<file path="src/rtl/uart_cmd_parser_if.sv">
// Byte stream, register bus and response FIFO signals of the UART command parser.
// The master modport is the parser; the slave modport is its environment.
interface uart_cmd_parser_if;
    logic [7:0] rx_data;
    logic       rx_ready;
    logic       framing_error;
    logic [7:0] reg_addr;
    logic [7:0] reg_wdata;
    logic       reg_we;
    logic       reg_re;
    logic [7:0] reg_rdata;
    logic [7:0] resp_data;
    logic       resp_wr;
    logic       resp_full;
    logic       busy;
    logic       overrun;

    modport master (
        input  rx_data, rx_ready, framing_error, reg_rdata, resp_full,
        output reg_addr, reg_wdata, reg_we, reg_re, resp_data, resp_wr, busy, overrun
    );

    modport slave (
        output rx_data, rx_ready, framing_error, reg_rdata, resp_full,
        input  reg_addr, reg_wdata, reg_we, reg_re, resp_data, resp_wr, busy, overrun
    );
endinterface

</file>
<file path="src/rtl/uart_cmd_parser.sv">
// Decodes ASCII hex "W<aa><dd>" / "R<aa>" lines into register bus accesses and
// queues a short ASCII response ("K", two hex digits, or "E", each plus EOL).
module uart_cmd_parser #(
    parameter logic [7:0] EOL_CHAR = 8'h0D,
    parameter logic [7:0] IGN_CHAR = 8'h0A
) (
    input logic               CLK,
    input logic               rst_n,
    uart_cmd_parser_if.master bus
);

    typedef enum logic [3:0] {
        StIdle, StA1, StA2, StD1, StD2, StEol, StErr, StExec, StCapt, StResp
    } state_e;

    state_e      state_q, state_d;
    logic        op_wr_q, op_wr_d;
    logic [3:0]  nib_q, nib_d;
    logic [7:0]  addr_p_q, addr_p_d;
    logic [7:0]  data_p_q, data_p_d;
    logic [7:0]  addr_q, addr_d;
    logic [7:0]  wdata_q, wdata_d;
    logic        err_eol_q, err_eol_d;
    logic [23:0] sr_q, sr_d;
    logic [1:0]  cnt_q, cnt_d;

    logic       busy, byte_in, bad_frame, is_eol, rx_hex;
    logic [3:0] rx_nib;
    logic       reg_we, reg_re, resp_wr;

    function automatic logic [7:0] nib2asc(input logic [3:0] n);
        return (n < 4'd10) ? (8'h30 + {4'h0, n}) : (8'h37 + {4'h0, n});
    endfunction

    assign busy      = (state_q == StExec) || (state_q == StCapt) || (state_q == StResp);
    assign byte_in   = bus.rx_ready && !busy && !bus.framing_error;
    assign bad_frame = bus.framing_error && !busy;
    assign is_eol    = (bus.rx_data == EOL_CHAR);

    always_comb begin
        rx_hex = 1'b0;
        rx_nib = 4'h0;
        if (bus.rx_data >= 8'h30 && bus.rx_data <= 8'h39) begin
            rx_hex = 1'b1;
            rx_nib = bus.rx_data[3:0];
        end else if ((bus.rx_data >= 8'h41 && bus.rx_data <= 8'h46) ||
                     (bus.rx_data >= 8'h61 && bus.rx_data <= 8'h66)) begin
            rx_hex = 1'b1;
            rx_nib = bus.rx_data[3:0] + 4'd9;
        end
    end

    always_comb begin
        state_d   = state_q;
        op_wr_d   = op_wr_q;
        nib_d     = nib_q;
        addr_p_d  = addr_p_q;
        data_p_d  = data_p_q;
        addr_d    = addr_q;
        wdata_d   = wdata_q;
        err_eol_d = err_eol_q;
        sr_d      = sr_q;
        cnt_d     = cnt_q;
        reg_we    = 1'b0;
        reg_re    = 1'b0;
        resp_wr   = 1'b0;

        case (state_q)
            StIdle: begin
                if (bad_frame) begin
                    state_d   = StErr;
                    err_eol_d = 1'b0;
                end else if (byte_in) begin
                    if (bus.rx_data == 8'h57 || bus.rx_data == 8'h77) begin
                        op_wr_d = 1'b1;
                        state_d = StA1;
                    end else if (bus.rx_data == 8'h52 || bus.rx_data == 8'h72) begin
                        op_wr_d = 1'b0;
                        state_d = StA1;
                    end else if (!(is_eol || bus.rx_data == IGN_CHAR)) begin
                        state_d   = StErr;
                        err_eol_d = 1'b0;
                    end
                end
            end
            StA1, StA2, StD1, StD2: begin
                if (bad_frame) begin
                    state_d   = StErr;
                    err_eol_d = 1'b0;
                end else if (byte_in) begin
                    if (!rx_hex) begin
                        // A premature EOL already closes the line, so ERR must not wait for another.
                        state_d   = StErr;
                        err_eol_d = is_eol;
                    end else if (state_q == StA1) begin
                        nib_d   = rx_nib;
                        state_d = StA2;
                    end else if (state_q == StA2) begin
                        addr_p_d = {nib_q, rx_nib};
                        state_d  = op_wr_q ? StD1 : StEol;
                    end else if (state_q == StD1) begin
                        nib_d   = rx_nib;
                        state_d = StD2;
                    end else begin
                        data_p_d = {nib_q, rx_nib};
                        state_d  = StEol;
                    end
                end
            end
            StEol: begin
                if (bad_frame) begin
                    state_d   = StErr;
                    err_eol_d = 1'b0;
                end else if (byte_in) begin
                    if (is_eol) begin
                        // Bus-facing registers only change once a whole command is accepted.
                        addr_d = addr_p_q;
                        if (op_wr_q) wdata_d = data_p_q;
                        state_d = StExec;
                    end else begin
                        state_d   = StErr;
                        err_eol_d = 1'b0;
                    end
                end
            end
            StErr: begin
                if (err_eol_q || (byte_in && is_eol)) begin
                    err_eol_d = 1'b0;
                    sr_d      = {8'h00, EOL_CHAR, 8'h45};
                    cnt_d     = 2'd2;
                    state_d   = StResp;
                end
            end
            StExec: begin
                if (op_wr_q) begin
                    reg_we  = 1'b1;
                    sr_d    = {8'h00, EOL_CHAR, 8'h4B};
                    cnt_d   = 2'd2;
                    state_d = StResp;
                end else begin
                    reg_re  = 1'b1;
                    state_d = StCapt;
                end
            end
            StCapt: begin
                sr_d    = {EOL_CHAR, nib2asc(bus.reg_rdata[3:0]), nib2asc(bus.reg_rdata[7:4])};
                cnt_d   = 2'd3;
                state_d = StResp;
            end
            StResp: begin
                if (!bus.resp_full) begin
                    resp_wr = 1'b1;
                    sr_d    = {8'h00, sr_q[23:8]};
                    cnt_d   = cnt_q - 2'd1;
                    if (cnt_q == 2'd1) state_d = StIdle;
                end
            end
            default: state_d = StIdle;
        endcase
    end

    always_ff @(posedge CLK or negedge rst_n) begin
        if (!rst_n) begin
            state_q   <= StIdle;
            op_wr_q   <= 1'b0;
            nib_q     <= 4'h0;
            addr_p_q  <= 8'h00;
            data_p_q  <= 8'h00;
            addr_q    <= 8'h00;
            wdata_q   <= 8'h00;
            err_eol_q <= 1'b0;
            sr_q      <= 24'h0;
            cnt_q     <= 2'd0;
        end else begin
            state_q   <= state_d;
            op_wr_q   <= op_wr_d;
            nib_q     <= nib_d;
            addr_p_q  <= addr_p_d;
            data_p_q  <= data_p_d;
            addr_q    <= addr_d;
            wdata_q   <= wdata_d;
            err_eol_q <= err_eol_d;
            sr_q      <= sr_d;
            cnt_q     <= cnt_d;
        end
    end

    assign bus.reg_addr  = addr_q;
    assign bus.reg_wdata = wdata_q;
    assign bus.reg_we    = reg_we;
    assign bus.reg_re    = reg_re;
    assign bus.resp_data = sr_q[7:0];
    assign bus.resp_wr   = resp_wr;
    assign bus.busy      = busy;
    assign bus.overrun   = bus.rx_ready && busy;

endmodule

</file>
<file path="src/flat_wrapper.sv">
// flat-port wrapper written by rule: the top's interface ports become plain ports
module uart_cmd_parser_flat 
#(
    parameter logic [7:0] EOL_CHAR = 8'h0D,
    parameter logic [7:0] IGN_CHAR = 8'h0A
)
  (CLK, rst_n, bus_rx_data, bus_rx_ready, bus_framing_error, bus_reg_rdata, bus_resp_full, bus_reg_addr, bus_reg_wdata, bus_reg_we, bus_reg_re, bus_resp_data, bus_resp_wr, bus_busy, bus_overrun);
  uart_cmd_parser_if bus_i ();
  input logic CLK;
  input logic rst_n;
  input wire logic [$bits(bus_i.rx_data)-1:0] bus_rx_data;
  input wire logic [$bits(bus_i.rx_ready)-1:0] bus_rx_ready;
  input wire logic [$bits(bus_i.framing_error)-1:0] bus_framing_error;
  input wire logic [$bits(bus_i.reg_rdata)-1:0] bus_reg_rdata;
  input wire logic [$bits(bus_i.resp_full)-1:0] bus_resp_full;
  output wire logic [$bits(bus_i.reg_addr)-1:0] bus_reg_addr;
  output wire logic [$bits(bus_i.reg_wdata)-1:0] bus_reg_wdata;
  output wire logic [$bits(bus_i.reg_we)-1:0] bus_reg_we;
  output wire logic [$bits(bus_i.reg_re)-1:0] bus_reg_re;
  output wire logic [$bits(bus_i.resp_data)-1:0] bus_resp_data;
  output wire logic [$bits(bus_i.resp_wr)-1:0] bus_resp_wr;
  output wire logic [$bits(bus_i.busy)-1:0] bus_busy;
  output wire logic [$bits(bus_i.overrun)-1:0] bus_overrun;
  assign bus_i.rx_data = bus_rx_data;
  assign bus_i.rx_ready = bus_rx_ready;
  assign bus_i.framing_error = bus_framing_error;
  assign bus_i.reg_rdata = bus_reg_rdata;
  assign bus_i.resp_full = bus_resp_full;
  assign bus_reg_addr = bus_i.reg_addr;
  assign bus_reg_wdata = bus_i.reg_wdata;
  assign bus_reg_we = bus_i.reg_we;
  assign bus_reg_re = bus_i.reg_re;
  assign bus_resp_data = bus_i.resp_data;
  assign bus_resp_wr = bus_i.resp_wr;
  assign bus_busy = bus_i.busy;
  assign bus_overrun = bus_i.overrun;
  uart_cmd_parser #(.EOL_CHAR(EOL_CHAR), .IGN_CHAR(IGN_CHAR)) u_core (.CLK(CLK), .rst_n(rst_n), .bus(bus_i));
endmodule
</file>
<file path="config.mk">
export PLATFORM = sky130hd
export DESIGN_NAME = uart_cmd_parser_flat
export DESIGN_NICKNAME = d
export VERILOG_FILES = /design/src/rtl/uart_cmd_parser_if.sv /design/src/rtl/uart_cmd_parser.sv /design/src/flat_wrapper.sv
export SDC_FILE = /design/constraint.sdc
export NUM_CORES = 1
export LEC_CHECK = 0
export CORE_AREA = 2 2 81 83
export CTS_CLUSTER_DIAMETER = 50
export DETAILED_ROUTE_END_ITERATION = 12
export DIE_AREA = 0 0 83 85
export PLACE_DENSITY = 0.79
export SYNTH_ARGS = -nofsm -noshare
export SYNTH_HDL_FRONTEND = slang
export SYNTH_SLANG_ARGS = --single-unit
</file>
<file path="constraint.sdc">
create_clock -name CLK -period 2.3 [get_ports CLK]
set_input_delay 0.46 -clock CLK [delete_from_list [all_inputs] [get_ports CLK]]
set_output_delay 0.46 -clock CLK [all_outputs]
set_load 0.05 [all_outputs]
</file>
# --- Word-level counts from Yosys, hierarchy flattened ---
# Cells that the tools add are included.
word_totals:
  out_inout_bits: 29
  reg_bits: 68
  wordCells: 148
classes:
  reduce_logical: 32
  n_mux: 58
  n_lt_le_gt_ge: 8
  bitwise: 4
  n_eq_ne: 30
  n_addsub: 6
op_table:
  columns: ["operator", "n"]
  rows:
  - ["24-bit case mux with 4 select lines", 1]
  - ["4-bit two-way mux", 20]
  - ["24-bit two-way mux", 3]
  - ["8-bit by 7-bit equality test with 1-bit output, second input constant", 4]
  - ["6-bit by 4-bit adder with 7-bit output, first input constant", 4]
  - ["4-bit case mux with 7 select lines", 1]
  - ["1-bit two-way mux", 25]
  - ["4-bit by 3-bit equality test with 1-bit output, second input constant", 4]
  - ["8-bit by 4-bit equality test with 1-bit output, second input constant", 2]
  - ["8-bit by 7-bit greater-or-equal comparator with 1-bit output, second input constant", 2]
  - ["8-bit by 7-bit less-or-equal comparator with 1-bit output, second input constant", 2]
  - ["8-bit two-way mux", 2]
  - ["3-bit by 2-bit inequality test with 1-bit output, second input constant", 5]
  - ["7-bit AND reduction", 2]
  - ["4-bit AND reduction", 3]
  - ["6-bit AND reduction", 2]
  - ["10-bit AND reduction", 1]
  - ["3-bit by 1-bit inequality test with 1-bit output, second input constant", 3]
  - ["4-bit by 2-bit equality test with 1-bit output, second input constant", 2]
  - ["4-bit equality test, second input constant", 2]
  - ["8-bit by 6-bit greater-or-equal comparator with 1-bit output, second input constant", 1]
  - ["8-bit by 6-bit less-or-equal comparator with 1-bit output, second input constant", 1]
  - ["1-bit logical AND", 8]
  - ["4-bit < comparator, second input constant", 2]
  - ["19 further kinds", 36]

# --- Logic depth before layout (Yosys ltp) ---
# Gate-level depths: netlist of run 1.
logic_depth:
  depth_word: 10
  depth_mapped: 10
  ltp_nobuf: 8

# --- Least setup slack after synthesis of run 1 ---
# OpenSTA, ideal clock, no wires.
synth_timing:
  kind: "reg-to-output"
  start: "register u_core.state_q[2]"
  end: "output port bus_overrun"
  t_arrival_ps: 1887
  t_required_ps: 1840
  path_buffers: 1
  setup_slack_ps: -47
  stages_incl_launch_ff: 5
  cell_sequence: "dfrtp_1 -> or3b_2 -> clkbuf_1 -> nand2_1 -> and2_1"
synth_between:
  elab_chain_cells: 4
  word_cells_on_any_way: 6
synth_lines:
  columns: ["element", "line_no", "text"]
  rows:
  - ["start: declaration", "uart_cmd_parser.sv:16", "state_e state_q, state_d;"]
  - ["start signal: assignment", "uart_cmd_parser.sv:164", "state_q <= StIdle;"]
  - ["start signal: assignment", "uart_cmd_parser.sv:175", "state_q <= state_d;"]
  - ["4-bit by 3-bit equality test with 1-bit output or 4-bit equality test (tied branches)", "uart_cmd_parser.sv:35", "assign busy = (state_q == StExec) || (state_q == StCapt) || (state_q == StResp);"]
  - ["1-bit logical OR", "uart_cmd_parser.sv:35", null]
  - ["1-bit logical OR (*)", "uart_cmd_parser.sv:35", null]
  - ["via bus_busy", "flat_wrapper.sv:22", "output wire logic [$bits(bus_i.busy)-1:0] bus_busy;"]
  - ["1-bit logical AND (*)", "uart_cmd_parser.sv:195", "assign bus.overrun = bus.rx_ready && busy;"]
  - ["end: declaration", "flat_wrapper.sv:23", "output wire logic [$bits(bus_i.overrun)-1:0] bus_overrun;"]
# Mark *: on every way through the listed nets, which the timed path passes. The rest lies on a longest branch.

# --- Worst setup path in the final report of run 1 ---
layout_timing:
  start: "register u_core.state_q[1]"
  end: "output port bus_overrun"
layout_between:
  elab_chain_cells: 4
  word_cells_on_any_way: 6
layout_lines:
  columns: ["element", "line_no"]
  rows:
  - ["4-bit by 3-bit equality test with 1-bit output or 4-bit equality test (tied branches)", "uart_cmd_parser.sv:35"]
  - ["1-bit logical OR", "uart_cmd_parser.sv:35"]
  - ["1-bit logical OR (*)", "uart_cmd_parser.sv:35"]
  - ["1-bit logical AND (*)", "uart_cmd_parser.sv:195"]
# Every way passes the cells marked *; elsewhere a longest branch is shown, timed or not.

==> impl_metrics.env, run 1 <==
export IMPL_maxSlewViolCount=0
export IMPL_slew_headroom=0.644
export IMPL_cts_buffers=9
export IMPL_via_per_inst=5.50
export IMPL_r2r_end="u_core.err_eol_q"
export IMPL_synth_top_area_cell="dfrtp_1"
export IMPL_finClkSkew_ns=0.00550
export IMPL_synth_top_family_by_area="simple AND/OR/NAND/NOR gates"
export IMPL_synth_area_leaders="dfrtp_1 45%, mux2_2 9.0%, nand2_1 4.0%"
export IMPL_start_util=0.527
export IMPL_hpwl_um=5610
export IMPL_syn_inst=313
export IMPL_grt_first_pass_wirelength_um=12600
export IMPL_placed_cells=461
export IMPL_p_sw_frac=0.379
export IMPL_avgSynthCellArea_sq_um=10.4
export IMPL_synth_top_area_share=0.451
export IMPL_gp_congestion=0.900
export IMPL_synth_main_ff_cell="dfrtp_1"
export IMPL_wl_per_cell_um=15.4
export IMPL_p_int_mw=2.36
export IMPL_multi_input_area_sq_um=1630
export IMPL_worstMarginPinSlew_ns=0.533
export IMPL_power_switching_mw=1.44
export IMPL_grt_total_usage=0.224
export IMPL_antenna_left=0
export IMPL_netlist_area_sq_um=3270
export IMPL_synth_fp_nets=341
export IMPL_synthSimpleGateAreaFrac=0.160
export IMPL_synth_edf_count=0
export IMPL_rows=29
export IMPL_num_vias=2652
export IMPL_die_area_sq_um=7060
export IMPL_ys_seq_area_frac=0.451
export IMPL_area_growth_pct=32.2
export IMPL_path_class="reg2out"
export IMPL_layout_min_cycle_time_ns=2.28
export IMPL_p_seq_frac=0.351
export IMPL_regToRegSetupSlack_ns=0.19
export IMPL_synth_seq_cells=59
export IMPL_seqCellArea_sq_um=1480
export IMPL_finalSetupViolations=0
export IMPL_yosys_top_cells_count="59 x dfrtp_1, 35 x nand2_1, 26 x mux2_2"
export IMPL_r2r_cells=7
export IMPL_synthArstFlopShare=1.00
export IMPL_post_route_util=0.697
export IMPL_cts_sinks=59
export IMPL_ios=50
export IMPL_synth_xor_area_frac=0.0187
export IMPL_port_buffers=48
export IMPL_pwr_density_cell_nw_per_um2=878
export IMPL_grt_max_degree=36
export IMPL_path_clk_slew_ns=0.07
export IMPL_grt_ovfl_total=0
export IMPL_crit_fanout=6
export IMPL_dpl_worst_slack_ns=-0.504
export IMPL_crit_path_end_kind="output port"
export IMPL_muxShareOfSynthArea=0.125
export IMPL_synth_distinct_cells=63
export IMPL_drive_gt1_frac=0.301
export IMPL_synth_warnings=0
export IMPL_drv_cap=0
export IMPL_fin_nets=428
export IMPL_cp_required_ns=1.84
export IMPL_root_buffer="clkbuf_8"
export IMPL_antenna_found_initial=0
export IMPL_fp_dieH_um=85
export IMPL_first_pass_iters=4
export IMPL_power_mw=3.80
export IMPL_antenna_cells=0
export IMPL_grt_setup_unrepaired="true"
export IMPL_grt_pass1_vias=2664
export IMPL_peakVddDrop_uv=716
export IMPL_clock_latency_ns=0.34
export IMPL_worstPathArrival_ns=1.82
export IMPL_fin_crit_sh=0.991
export IMPL_h_tree_depth=3
export IMPL_synth_fa_ha_area_frac=0.0268
export IMPL_coreArea_sq_um=6200
export IMPL_clockBufferDepth=2
export IMPL_status="completed"
export IMPL_wirelength_um=7410
export IMPL_pwr_share_comb=0.440
export IMPL_p_clk_frac=0.209
export IMPL_fin_cells=482
export IMPL_holdCritPathClass="in2async"
export IMPL_yosysMostFrequentCell="dfrtp_1"
export IMPL_drt_drc_violations_left=0
export IMPL_r2r_start="u_core.state_q[1]"
export IMPL_drtIter0Drc=101
export IMPL_clock_fmax_mhz=439
export IMPL_p_leak_nw=2.00
export IMPL_die_w_um=83
export IMPL_tritoncts="yes"
export IMPL_nFillCells=482
export IMPL_finalSetupTns_ns=0
export IMPL_startpoint_type="flip-flop"
export IMPL_hold_viol_final=0
export IMPL_synth_compound_area_share=0.157
export IMPL_setup_ws_ns=0.0208
worst max-delay path: stages, from the launching register on:
cell     delay (ns)
dfrtp_2        0.45
or3b_4         0.45
nand2_1        0.11
buf_4          0.17
and2_2         0.17
buf_12         0.13
sequential cells by signal, summed over array words and instances, names as in the netlist:
register,cells
u_core.addr_p_q,8
u_core.bus.reg_addr,8
u_core.bus.reg_wdata,8
u_core.cnt_q,2
u_core.data_p_q,8
u_core.err_eol_q,1
u_core.nib_q,4
u_core.op_wr_q,1
u_core.sr_q,15
u_core.state_q,4
worst max path at each step:
stage                 startpoint                       to  slack [ns]  cells after the start
3_3_place_gp      bus_rx_data[6]       u_core.data_p_q[5]       -0.45                      6
3_5_place_dp      bus_rx_data[0]         u_core.err_eol_q       -0.50                      9
2_1_floorplan  u_core.state_q[2]  u_core.bus.reg_wdata[0]       0.008                      6
6_report       u_core.state_q[1]              bus_overrun        0.02                      5
4_1_cts        u_core.state_q[2]              bus_overrun       0.004                      5
5_1_grt        u_core.state_q[3]              bus_overrun       -0.05                      5
stage by stage:
stage	instance area (sq um)	hold slack, ns
global route	4320	0.132
global placement	4090	0.459
CTS	4330	0.108
floorplan	3270	0.164
detailed placement	4090	0.466
finish	4320	0.0969
area by class of cell:
class / instances / area share
flip-flops and latches: 59 / 0.342
well taps: 77 / 0.0223
repair buffers: 97 / 0.208
clock inverters: 5 / 0.00694
multi-input cells: 219 / 0.378
clock buffers: 11 / 0.0304
inverters: 14 / 0.0122
kinds of logic after synthesis:
kind of cell | Yosys count
compound gates | 75
xor+xnor | 7
fa+ha+maj | 7
buf+inv | 35
flops | 59
mux | 35
other cells | 1
simple gates | 94
repair_timing:
item,4_1_cts,5_1_grt
buffers inserted,5,0
endpoints found under the setup margin,34,17
pin swaps,11,3
hold buffers,0,0
gates resized for setup,18,4
power groups by stage:
stage	Sequential, mW	Clock, mW	Combinational (mW)
after floorplan	1.28	0	1.13
after global placement	1.35	0	1.58
after detailed placement	1.35	0	1.60
after CTS	1.33	0.806	1.67
after global routing	1.35	0.871	1.81
final	1.33	0.792	1.67
metal layers:
| metal | global-route usage | wire, um | up-vias |
|---|---|---|---|
| met5 | 0 | 0 | - |
| met4 | 0.0835 | 104 | 0 |
| met3 | 0.0438 | 231 | 11 |
| met1 | 0.283 | 3270 | 1296 |
| met2 | 0.386 | 3810 | 60 |
| li1 | - | - | 1285 |
layout by cell type, fill, tap and decap left out, drive strengths merged, types with 4 or more instances in the layout:
master and instances:
mux2 32, xnor2 5, buf 55, nor3 4, o2bb2ai 5, ha 7
dlygate4sd2 6, clkbuf 12, a22o 4, nand3 6, dfrtp 59, nand2 36
inv 14, clkdlybuf4s50 35, o21ai 25, nor2 19, a21oi 18, nor3b 5
(Power assumes the default switching activity.)
==> run 2: changes to the inputs <==
CTS_CLUSTER_SIZE = 24   (was unset)
==> results of run 2 <==
No change in the layout: final DEF, timing and power equal those of run 1.
==> RTL edit (flow settings as in run 1) <==
Take the reset off `addr_p_q`, `data_p_q`, `addr_q`, `wdata_q` and `sr_q` and load them in a clocked block of their own.
--- a/src/rtl/uart_cmd_parser.sv
+++ b/src/rtl/uart_cmd_parser.sv
@@ -164,25 +164,23 @@
             state_q   <= StIdle;
             op_wr_q   <= 1'b0;
             nib_q     <= 4'h0;
-            addr_p_q  <= 8'h00;
-            data_p_q  <= 8'h00;
-            addr_q    <= 8'h00;
-            wdata_q   <= 8'h00;
             err_eol_q <= 1'b0;
-            sr_q      <= 24'h0;
             cnt_q     <= 2'd0;
         end else begin
             state_q   <= state_d;
             op_wr_q   <= op_wr_d;
             nib_q     <= nib_d;
-            addr_p_q  <= addr_p_d;
-            data_p_q  <= data_p_d;
-            addr_q    <= addr_d;
-            wdata_q   <= wdata_d;
             err_eol_q <= err_eol_d;
-            sr_q      <= sr_d;
             cnt_q     <= cnt_d;
         end
+    end
+
+    always_ff @(posedge CLK) begin
+        addr_p_q <= addr_p_d;
+        data_p_q <= data_p_d;
+        addr_q   <= addr_d;
+        wdata_q  <= wdata_d;
+        sr_q     <= sr_d;
     end
 
     assign bus.reg_addr  = addr_q;
Check against the original RTL: differs if rst_n is asserted again (counterexample within 4 cycles, from zero or initial values and one cycle with rst_n low); with rst_n held inactive, the same outputs for 4 cycles.
==> RTL edit against run 1 <==
Design area down 5.5%; sequential cell count did not move; wire length down 13%; total power is 0.43% lower; critical path type is now in2reg; worst setup slack better by 21 ps; non-clock buffer count is 7 lower; synthesized area fell by 10%; hold slack improved by 320 ps.
==> RTL edit: results (changes against run 1) <==
| Metric | Value |
|---|---|
| Top post-synthesis cells by area | edfxtp_1 (48%), dfrtp_1 (10%), ha_1 (3.0%) (was dfrtp_1 (45%), mux2_2 (9.0%), nand2_1 (4.0%)) |
| Drt pass-1 iters | 5 (was 4) |
| Worst min path class | reg2reg (was in2async) |
| Synth cell types | 58 (was 63) |
| Hpwl dp | 4660 µm (was 5610 µm) |
| Wire length per cell | 16.0 µm (was 15.4 µm) |
| Mapped Nets | 268 (was 341) |
| Asr flop ratio synth | 20.3% (was 100%) |
| Cell Int Power | 0.00254 W (was 0.00236 W) |
| Placed cell area | 3800 µm² (was 4090 µm²) |
| Critical Path Fanout Max | 8 (was 6) |
| Met2 Use GR | 33.5% (was 38.6%) |
| Comb. pwr | 0.00141 W (was 0.00167 W) |
| Uppermost layer routed | met4 (unchanged) |
| Synthesized instance count | 240 (was 313) |
| Post-layout net count | 350 (was 428) |
| Post-placement setup slack | -406 ps (was -504 ps) |
| Placed cells | 386 (was 461) |
| Post-CTS setup buffer count | 0 (was 5) |
| Met1 Use GR | 24.2% (was 28.3%) |
| Port bufs | 48 (unchanged) |
| Post-synth EDFFs | 47 (was 0) |
| Met2 routed WL | 3300 µm (was 3810 µm) |
| Worst path slowest cell | or4b_4 (was dfrtp_2) |
| Pleak | 1.63 nW (was 2.00 nW) |
| Vias in the first global route | 2234 (was 2664) |
| Worst skew pair latency | around 330 ps |
| Outcome | finished clean (unchanged) |
| Final std cell area, no fill | 4090 µm² (was 4320 µm²) |
| Routability congestion estimate | 0.870 (was 0.900) |
| Layout cells sized above 1 | 25.4% (was 30.1%) |
| Drt initial violations | 122 (was 101) |
| DRT Wirelength | 6450 µm (was 7410 µm) |
| CTS resizes | 7 (was 18) |
| Post-synthesis sequential area ratio | 58.4% (was 45.1%) |
| Seq power | 0.00138 W (was 0.00133 W) |
| Most frequent cells after synthesis | edfxtp_1 (47), nand2_1 (18), inv_1 (14) (was dfrtp_1 (59), nand2_1 (35), mux2_2 (26)) |
| Pin count of the biggest net entering global routing | 18 (was 36) |
| Crit path DAT | 2280 ps (was 1820 ps) |
| Met3 usage | 5.74% (was 4.38%) |
| GRT Total Usage | 19.8% (was 22.4%) |
| Max stage delay on crit path | 500 ps (was 450 ps) |
| Final Skew | 6.01 ps (was 5.50 ps) |
| Vias/cell | 5.44 (was 5.50) |
| M1 wire length | 2670 µm (was 3270 µm) |
| Synth warn | 0 (unchanged) |
| Max_slew headroom | 60.2% (was 64.4%) |
| Fillers | 430 (was 482) |
| Cell Pwr Density | 925 nW/µm² (was 878 nW/µm²) |
| Global-route wire length before repair | 10900 µm (was 12600 µm) |
| Met3 wire length | 345 µm (was 231 µm) |
| Peak supply drop | 0.000724 V (was 0.000716 V) |
## RTL edit: cell types whose count changed in the layout (fill, tap and decap cells not counted), sizes merged, moves of 6 or more
| cell | delta |
|---|---|
| a21oi | -11 |
| edfxtp | +47 |
| dlygate4sd2 | -6 |
| mux2 | -23 |
| nand2 | -18 |
| dfrtp | -47 |
| buf | -8 |
| nor2 | -7 |
| o21ai | -9 |
## RTL edit: final timing paths
kind                                               start                               end  slack, ps  cells after the start
min reg2reg                 u_core.addr_p_q[4]$_DFFE_PP_  u_core.bus.reg_addr[4]$_DFFE_PP_        420                      0
max                                       bus_rx_data[3]      u_core.addr_p_q[6]$_DFFE_PP_         40                      5
min                         u_core.addr_p_q[4]$_DFFE_PP_  u_core.bus.reg_addr[4]$_DFFE_PP_        420                      0
max reg2reg                u_core.state_q[1]$_DFFE_PN0P_      u_core.err_eol_q$_DFFE_PN0P_        130                      6
max in group asynchronous                          rst_n       u_core.nib_q[1]$_DFFE_PN0P_       1450                      1
min in group asynchronous                          rst_n     u_core.state_q[1]$_DFFE_PN0P_        480                      1
## RTL edit: kinds of logic after synthesis
kind of cell               count (synthesis)  synth area share (%)
AOI/OAI and AO/OA                         53                  13.3
xor gates and xnor gates                   3                 0.896
adders and majority gates                  7                  2.99
buffers and inverters                     33                  5.72
DFF                                       59                  58.4
muxes                                     10                  3.80
other                                      1                 0.128
and+or+nand+nor                           74                  14.8
## RTL edit: final cells by class
| class | count | share of cell area (%) |
|---|---|---|
| Sequential cell | 59 | 41.9 |
| Tap cell | 77 | 2.36 |
| Clock buffer | 10 | 3.12 |
| Multi-Input combinational cell | 148 | 28.0 |
| Inverter | 14 | 1.29 |
| Clock inverter | 6 | 1.96 |
| Timing Repair Buffer | 90 | 21.4 |
